===== src/rtl/fdc_pkg.sv =====
// Shared opcodes, special words and state encoding for the fetch/decode boundary stage.
package fdc_pkg;

  localparam logic [2:0] OP_JMP    = 3'b110;
  localparam logic [2:0] OP_BRZ    = 3'b101;
  localparam logic [8:0] NOP_WORD  = 9'h000;
  localparam logic [8:0] HALT_WORD = 9'h1FF;

  typedef enum logic [1:0] {RUN, FLUSH, HALTED} fdc_state_t;

endpackage


===== src/rtl/fetch_decode_ctrl_lut.sv =====
// Jump-target table: register array with one synchronous write port and one
// combinational read port; cleared asynchronously by the active-low reset.
module jump_lut #(
  parameter int unsigned LUT_N = 32,
  parameter int unsigned IW    = 9,
  localparam int unsigned AW   = $clog2(LUT_N)
) (
  input  logic          CLK,
  input  logic          Reset,
  input  logic          We,
  input  logic [AW-1:0] Wr_Addr,
  input  logic [IW-1:0] Wr_Data,
  input  logic [AW-1:0] Rd_Addr,
  output logic [IW-1:0] Rd_Data
);

  logic [IW-1:0] mem [LUT_N];

  always_ff @(posedge CLK or negedge Reset) begin
    if (!Reset) begin
      for (int unsigned i = 0; i < LUT_N; i++) mem[i] <= '0;
    end else if (We) begin
      mem[Wr_Addr] <= Wr_Data;
    end
  end

  // Read is taken from the registers, so a same-cycle write shows the old value.
  assign Rd_Data = mem[Rd_Addr];

endmodule


===== src/rtl/fetch_decode_ctrl.sv =====
// Fetch/decode boundary: registers the fetched word into IR, resolves jumps,
// branches and HALT, and squashes the wrong-path word behind a taken jump.
module fetch_decode_ctrl
  import fdc_pkg::*;
#(
  parameter int unsigned IW    = 9,
  parameter int unsigned LUT_N = 32,
  parameter int unsigned CNT_W = 16
) (
  input  logic             CLK,
  input  logic             Reset,
  input  logic [IW-1:0]    Instr_In,
  input  logic             Cond_Flag,
  input  logic             Stall,
  input  logic             Lut_We,
  input  logic [4:0]       Lut_Addr,
  input  logic [IW-1:0]    Lut_Data,
  output logic [IW-1:0]    IR_Out,
  output logic             IR_Valid,
  output logic             Abs_Jump,
  output logic [IW-1:0]    Offset,
  output logic             Halt,
  output logic             Done,
  output logic [CNT_W-1:0] Jump_Cnt
);

  fdc_state_t state;
  logic       is_halt, is_jmp, is_brz, taken, lut_we;

  always_comb begin
    is_halt  = IR_Valid && (IR_Out == HALT_WORD);
    is_jmp   = IR_Valid && (IR_Out[IW-1 -: 3] == OP_JMP);
    is_brz   = IR_Valid && (IR_Out[IW-1 -: 3] == OP_BRZ);
    taken    = (state == RUN) && !Stall && (is_jmp || (is_brz && Cond_Flag));
    Abs_Jump = Reset && taken;
    Halt     = 1'b0;
    unique case (state)
      RUN:     Halt = Stall || is_halt;
      FLUSH:   Halt = Stall;
      HALTED:  Halt = 1'b1;
      default: Halt = 1'b0;
    endcase
    // Fetch controls are forced quiet while reset is asserted.
    Halt   = Halt && Reset;
    lut_we = Lut_We && ((state == HALTED) || !IR_Valid);
  end

  always_ff @(posedge CLK or negedge Reset) begin
    if (!Reset) begin
      state    <= RUN;
      IR_Out   <= NOP_WORD;
      IR_Valid <= 1'b0;
      Done     <= 1'b0;
      Jump_Cnt <= '0;
    end else begin
      unique case (state)
        RUN: begin
          if (!Stall) begin
            if (taken) begin
              IR_Out   <= NOP_WORD;
              IR_Valid <= 1'b0;
              state    <= FLUSH;
              if (Jump_Cnt != '1) Jump_Cnt <= Jump_Cnt + 1'b1;
            end else if (is_halt) begin
              IR_Valid <= 1'b0;
              Done     <= 1'b1;
              state    <= HALTED;
            end else begin
              IR_Out   <= Instr_In;
              IR_Valid <= 1'b1;
            end
          end
        end
        FLUSH: begin
          if (!Stall) begin
            IR_Out   <= Instr_In;
            IR_Valid <= 1'b1;
            state    <= RUN;
          end
        end
        HALTED: ;
        default: state <= RUN;
      endcase
    end
  end

  jump_lut #(
    .LUT_N (LUT_N),
    .IW    (IW)
  ) u_lut (
    .CLK     (CLK),
    .Reset   (Reset),
    .We      (lut_we),
    .Wr_Addr (Lut_Addr),
    .Wr_Data (Lut_Data),
    .Rd_Addr (IR_Out[4:0]),
    .Rd_Data (Offset)
  );

endmodule


===== config.mk =====
export PLATFORM = sky130hd
export DESIGN_NAME = fetch_decode_ctrl
export DESIGN_NICKNAME = d
export VERILOG_FILES = /design/src/rtl/fdc_pkg.sv /design/src/rtl/fetch_decode_ctrl_lut.sv /design/src/rtl/fetch_decode_ctrl.sv
export SDC_FILE = /design/constraint.sdc
export NUM_CORES = 1
export LEC_CHECK = 0
export CAP_MARGIN = 20
export CORE_ASPECT_RATIO = 0.8
export CORE_MARGIN = 2
export CORE_UTILIZATION = 45
export CTS_CLUSTER_DIAMETER = 30
export DETAILED_ROUTE_END_ITERATION = 6
export PLACE_DENSITY = 0.63
export SYNTH_ARGS = -nofsm -noshare
export SYNTH_HDL_FRONTEND = slang
export SYNTH_SLANG_ARGS = --single-unit

===== constraint.sdc =====
create_clock -name CLK -period 2.8 [get_ports CLK]
set_clock_uncertainty 0.15 [all_clocks]
set_input_delay 0.42 -clock CLK [delete_from_list [all_inputs] [get_ports CLK]]
set_output_delay 0.42 -clock CLK [all_outputs]
set_load 0.02 [all_outputs]

# Word level (Yosys, flattened, before mapping)
# Index checks and enable logic that the tools add are counted.
# W data, S select, Z words.
# classes
add_sub_neg,1
order_cmp,3
eq_ne,10
muxes,22
bitwise_logic,5
reduce_logical,22
# op_table
operator,n
$bwmux W288,1
$mux W9,7
$bmux W9 S5,1
$demux W9 S5,1
$pmux W9 S2,1
$add A16 B1 Y16 const B,1
$ne A16 B16 Y1 const B,1
$reduce_and A4 Y1,4
$ge A6 B6 Y1 const B,2
$not A5 Y6,2
$logic_and A1 B1 Y1,10
$eq A9 B9 Y1 const B,1
$mux W2,4
$eq A3 B3 Y1 const B,2
$lt A6 B1 Y1 const B,1
$ne A3 B3 Y1 const B,2
$pmux W2 S3,1
$mux W1,4
$ne A2 B2 Y1 const B,2
$logic_or A1 B1 Y1,3
$not A1 Y1,3
$pmux W1 S3,1
$reduce_and A3 Y1,1
$eq A2 B1 Y1 const B,1
5 further kinds,6
# word_totals
ff_bits,317
inputBits,28
out_inout_bits,38
elab_cells,100

# Logic depth before layout (Yosys ltp)
# logic_depth
depth_word,8
mapped_depth,7
mapped_depth_nobuf,5

# By module
# From an unflattened synthesis, not the netlist that was laid out.
# unflattened
cells_unflattened,913
area_unflattened_um2,14382.5
# modules_own_cells
mod,instances,cells_per_inst,area_per_inst_um2,seq_area_each_um2
jump_lut,1,779,13066.3,7206.9
fetch_decode_ctrl,1,134,1316.3,725.7

# Worst setup path before layout
# No wires, ideal clock.
# synth_timing
path_kind,register -> output
startpoint,register IR_Out[0]
endpoint,output Offset[2]
t_arrival_ns,2.123
required_ns,2.230
path_slack_ns,0.107
path_stages_with_launch,8
path_buffers,3
path_cell_list,dfrtp_1 buf_2 buf_4 buf_2 mux2i_1 o22ai_1 a2111oi_0 a21oi_1
# synth_via
elab_chain_cells,4
# synth_lines
item,line_no,text
"start, declared",fetch_decode_ctrl.sv:18,"output logic [IW-1:0] IR_Out,"
"start signal, assigned",fetch_decode_ctrl.sv:69,IR_Out <= Instr_In;
"start signal, assigned",fetch_decode_ctrl.sv:76,IR_Out <= Instr_In;
$not A5 Y6 (implied by the code),fetch_decode_ctrl_lut.sv:28,assign Rd_Data = mem[Rd_Addr];
$bmux W9 S5,fetch_decode_ctrl_lut.sv:28,
$mux W9 (implied by the code) (2 in a row),fetch_decode_ctrl_lut.sv:28,
"end, declared",fetch_decode_ctrl.sv:21,"output logic [IW-1:0] Offset,"
# No other way between the ends. The select of a mux whose other input is x is not followed.

# Worst setup path after layout
# layout_timing
startpoint,register IR_Out[0]
endpoint,output Offset[6]
# The elaborated chain is that of the path after synthesis.

==> results.md <==
* Outcome: finished with violations
* Failing checks: setup timing
* Most frequent cells after synthesis: 317 x dfrtp_1, 288 x mux2_2, 53 x mux4_2, 44 x clkbuf_1, 38 x mux2i_1
* Crit path launch type: flop
* Max-slew violations at 0
* Sequential fraction of the synthesis area at 54.4%
* Post-synth EDFFs at 0
* Async set-reset flop share out of synthesis at 100%
* Total wire length at 38300 µm
* Nets at approximately 1200
* Worst path arrival time at approximately 2800 ps
* Final period util at 122%
* Flop2flop setup slack at 490 ps
* Die H at 165 µm
* RePlAce Congestion at 0.768
* Rows at 58
* CTS tree: yes
* Top-count cell post-synth: dfrtp_1
* Total number of vias at 9426
* Worst VDD drop at 0.447 mV
* Core area at approximately 32000 µm²
* Die ar. at 33900 µm²
* Leakage at 0.00911 µW
* Reg clk slew, reported paths at 50 ps
* GRT overflow at 0
* Synth area leaders: dfrtp_1 54%, mux2_2 22%, mux4_2 8.2%, mux2i_1 2.6%, clkbuf_1 1.1%
* Syn Area/Cell at 14.7 µm²
* Cell variety after synth at between 50 and 60
* Largest net degree at the start of global routing at roughly 160
* Critical path's most frequent cell: buf_4
* Worst R2R Start: state[0]
* Initial DRC Count at 614
* Clk_lat worst skew at 570 ps
* Routed wire length per instance at 23.0 µm
* Detailed Routing Iterations Pass 1 at 5
* Critical Path Max Stage Delay at 540 ps
* Syn nets at around 1000
* H-tree depth at 2
* Crit. Startpoint: IR_Out[0]
* Setup TNS at -4870 ps
* CP cell instances: buf_4 -> buf_12 -> buf_16 -> buf_8 -> mux2i_1 -> o22ai_1 -> a2111oi_4 -> buf_4 -> a21oi_1 -> buf_2
* Initial antenna violation count at 1
* Hold Fails Final Rpt at 0
* Placed insts at about 1500
* Fraction of layout cells with a size suffix above 1 at 53.5%
* Dpl ws at -1010 ps
* HP Class: in2async
* Yosys reg bits at 317
* Worst-path fanout max at 10
* CP max-delay cell: dfrtp_4
* Via-to-Cell Ratio at 5.66
* CP Capture Type: output port
* Power Density at 719 nW/µm²
* Final setup viols at 10
* WP data required at between 2000 and 2500 ps
* Relative slew margins at roughly two fifths
* Slew of the pin with the lowest slew margin at ~900 ps
* Vias in the first global route at 10300
* Starting Density at between 40 and 50%
* Yosys top cell by area: dfrtp_1
* Routed Antenna Nets at 0
* FF-to-FF path depth at 4
* Root Buffer: clkbuf_16
* Gate Count Post-Synth at around 990
* # IOs at 66
* Max-Cap Viols at 0
* Total CTS buffers at 58
* F_max at 293 MHz
* RSZ-0062 raised after global routing: true
* HPWL Detailed at roughly 25000 µm
* Yosys top cell area share at 54.4%
* Final setup margin at -615 ps
* YS warnings at 0
* Port bufs at 65
* Synthesis-to-layout area growth at 32.7%
* Ant diodes at 0
* DIE WIDTH at ~210 µm
* Final Non-Filler Cells at 1664
* Main flop type after synthesis: dfrtp_1
* GRT Total Usage at 23.7%
* Cell Area, Synth at 14600 µm²
* Residual DRC at 0
* CP Class: reg2out
* Fin crit period at 3410 ps
* Clock tree buffer depth at 3
* Reg-to-Reg End: u_lut.mem[10]
* First-pass GRT wire length at approximately 60000 µm
* Num Clock Sinks at ~320
report_power, final:
| part | leakage (µW) | switching (µW) | internal (µW) | total, µW |
|---|---|---|---|---|
| Sequential | 0.00437 | 161 | 4810 | 4970 |
| Clock | 0.00103 | 2450 | 5020 | 7470 |
| Combinational | 0.00371 | 739 | 744 | 1480 |
| Total | 0.00911 | 3350 | 10600 | 13900 |
per-layer routing:
| layer | track usage (%) | share of wire [%] | up-vias |
|---|---|---|---|
| li1 | - | - | 4163 |
| met1 | 33.9 | 48 | 4995 |
| met2 | 37.4 | 46 | 212 |
| met3 | 3.91 | 4.3 | 56 |
| met4 | 6.87 | 1.9 | 0 |
| met5 | 0 | 0 | - |
sequential cells by signal (all words and copies together), names as in the netlist:
name,count
Done,1
IR_Out,9
IR_Valid,1
Jump_Cnt,16
state,2
u_lut.mem,288
worst max-delay path: cells and delay by family (launching register included):
kind	cells	cell delay, ps
AO/OA/AOI/OAI	3	620
buffers and inverters	6	950
flip-flops	1	540
multiplexers	1	140
layout make-up:
| cell class | count | area [µm²] |
|---|---|---|
| Inverter | 4 | 15.0 |
| Fill cell | 2490 | 12300 |
| Clock buffer | 70 | 1570 |
| Tap cell | 420 | 526 |
| Timing Repair Buffer | 208 | 2040 |
| Multi-Input combinational cell | 606 | 6730 |
| Clock inverter | 39 | 544 |
| Sequential cell | 317 | 7940 |
metrics by stage:
stage | hold WS, ps | utilization, % | area, µm² | power [µW]
3_5_place_dp | 109 | 52.6 | 16600 | 6350
2_1_floorplan | -25.6 | - | 14600 | 5680
5_1_grt | 115 | 61.2 | 19400 | 14400
4_1_cts | 107 | 60.4 | 19100 | 14000
3_3_place_gp | 110 | 52.5 | 16600 | 6330
6_report | 116 | 61.2 | 19400 | 13900
layout by cell type (no fill, tap or decap), drive strengths merged, types with 3 or more instances in the layout:
cell type and count:
bufinv 11, xor2 6, a22o 8, clkdlybuf4s50 53, clkinv 17, xnor2 9
nand2 37, nor3 6, nand4 7, a2111oi 12, o21ai 10, o221ai 9
clkinvlp 4, nor2b 7, nand2b 5, a22oi 10, buf 152, inv 11
dfrtp 317, nor2 19, mux2 290, mux2i 38, o2111ai 3, o2111a 3
clkbuf 70, a21oi 19, nand3 15, o22ai 8, and3 3, nor4 5
mux4 53
how the worst max path moves through the flow:
stage | cells past startpoint | to
floorplan | 7 | Offset[2]
global route | 10 | Offset[6]
CTS | 7 | Offset[0]
detailed placement | 7 | Offset[1]
finish | 10 | Offset[6]
global placement | 6 | Offset[5]
kinds of logic (layout without fill, tap and decap cells):
family	after synthesis	after routing	synth area share (%)
and+or+nand+nor	115	115	4.42
xor gates and xnor gates	15	15	0.901
buffers and inverters	70	321	2.04
AOI/OAI and AO/OA	94	94	5.00
adders and majority gates	1	1	0.0858
muxes	381	381	33.2
DFF	317	317	54.4
what timing repair did:
action | 4_1_cts | 5_1_grt
pin swaps | 13 | 10
gates cloned | 2 | 0
hold buffers | 1 | 0
hold endpoints to repair | 14 | 0
buffers inserted | 8 | 13
endpoints found under the setup margin | 11 | 10
resized for setup | 104 | 34
Note: power is estimated with default switching activity, not from simulation.
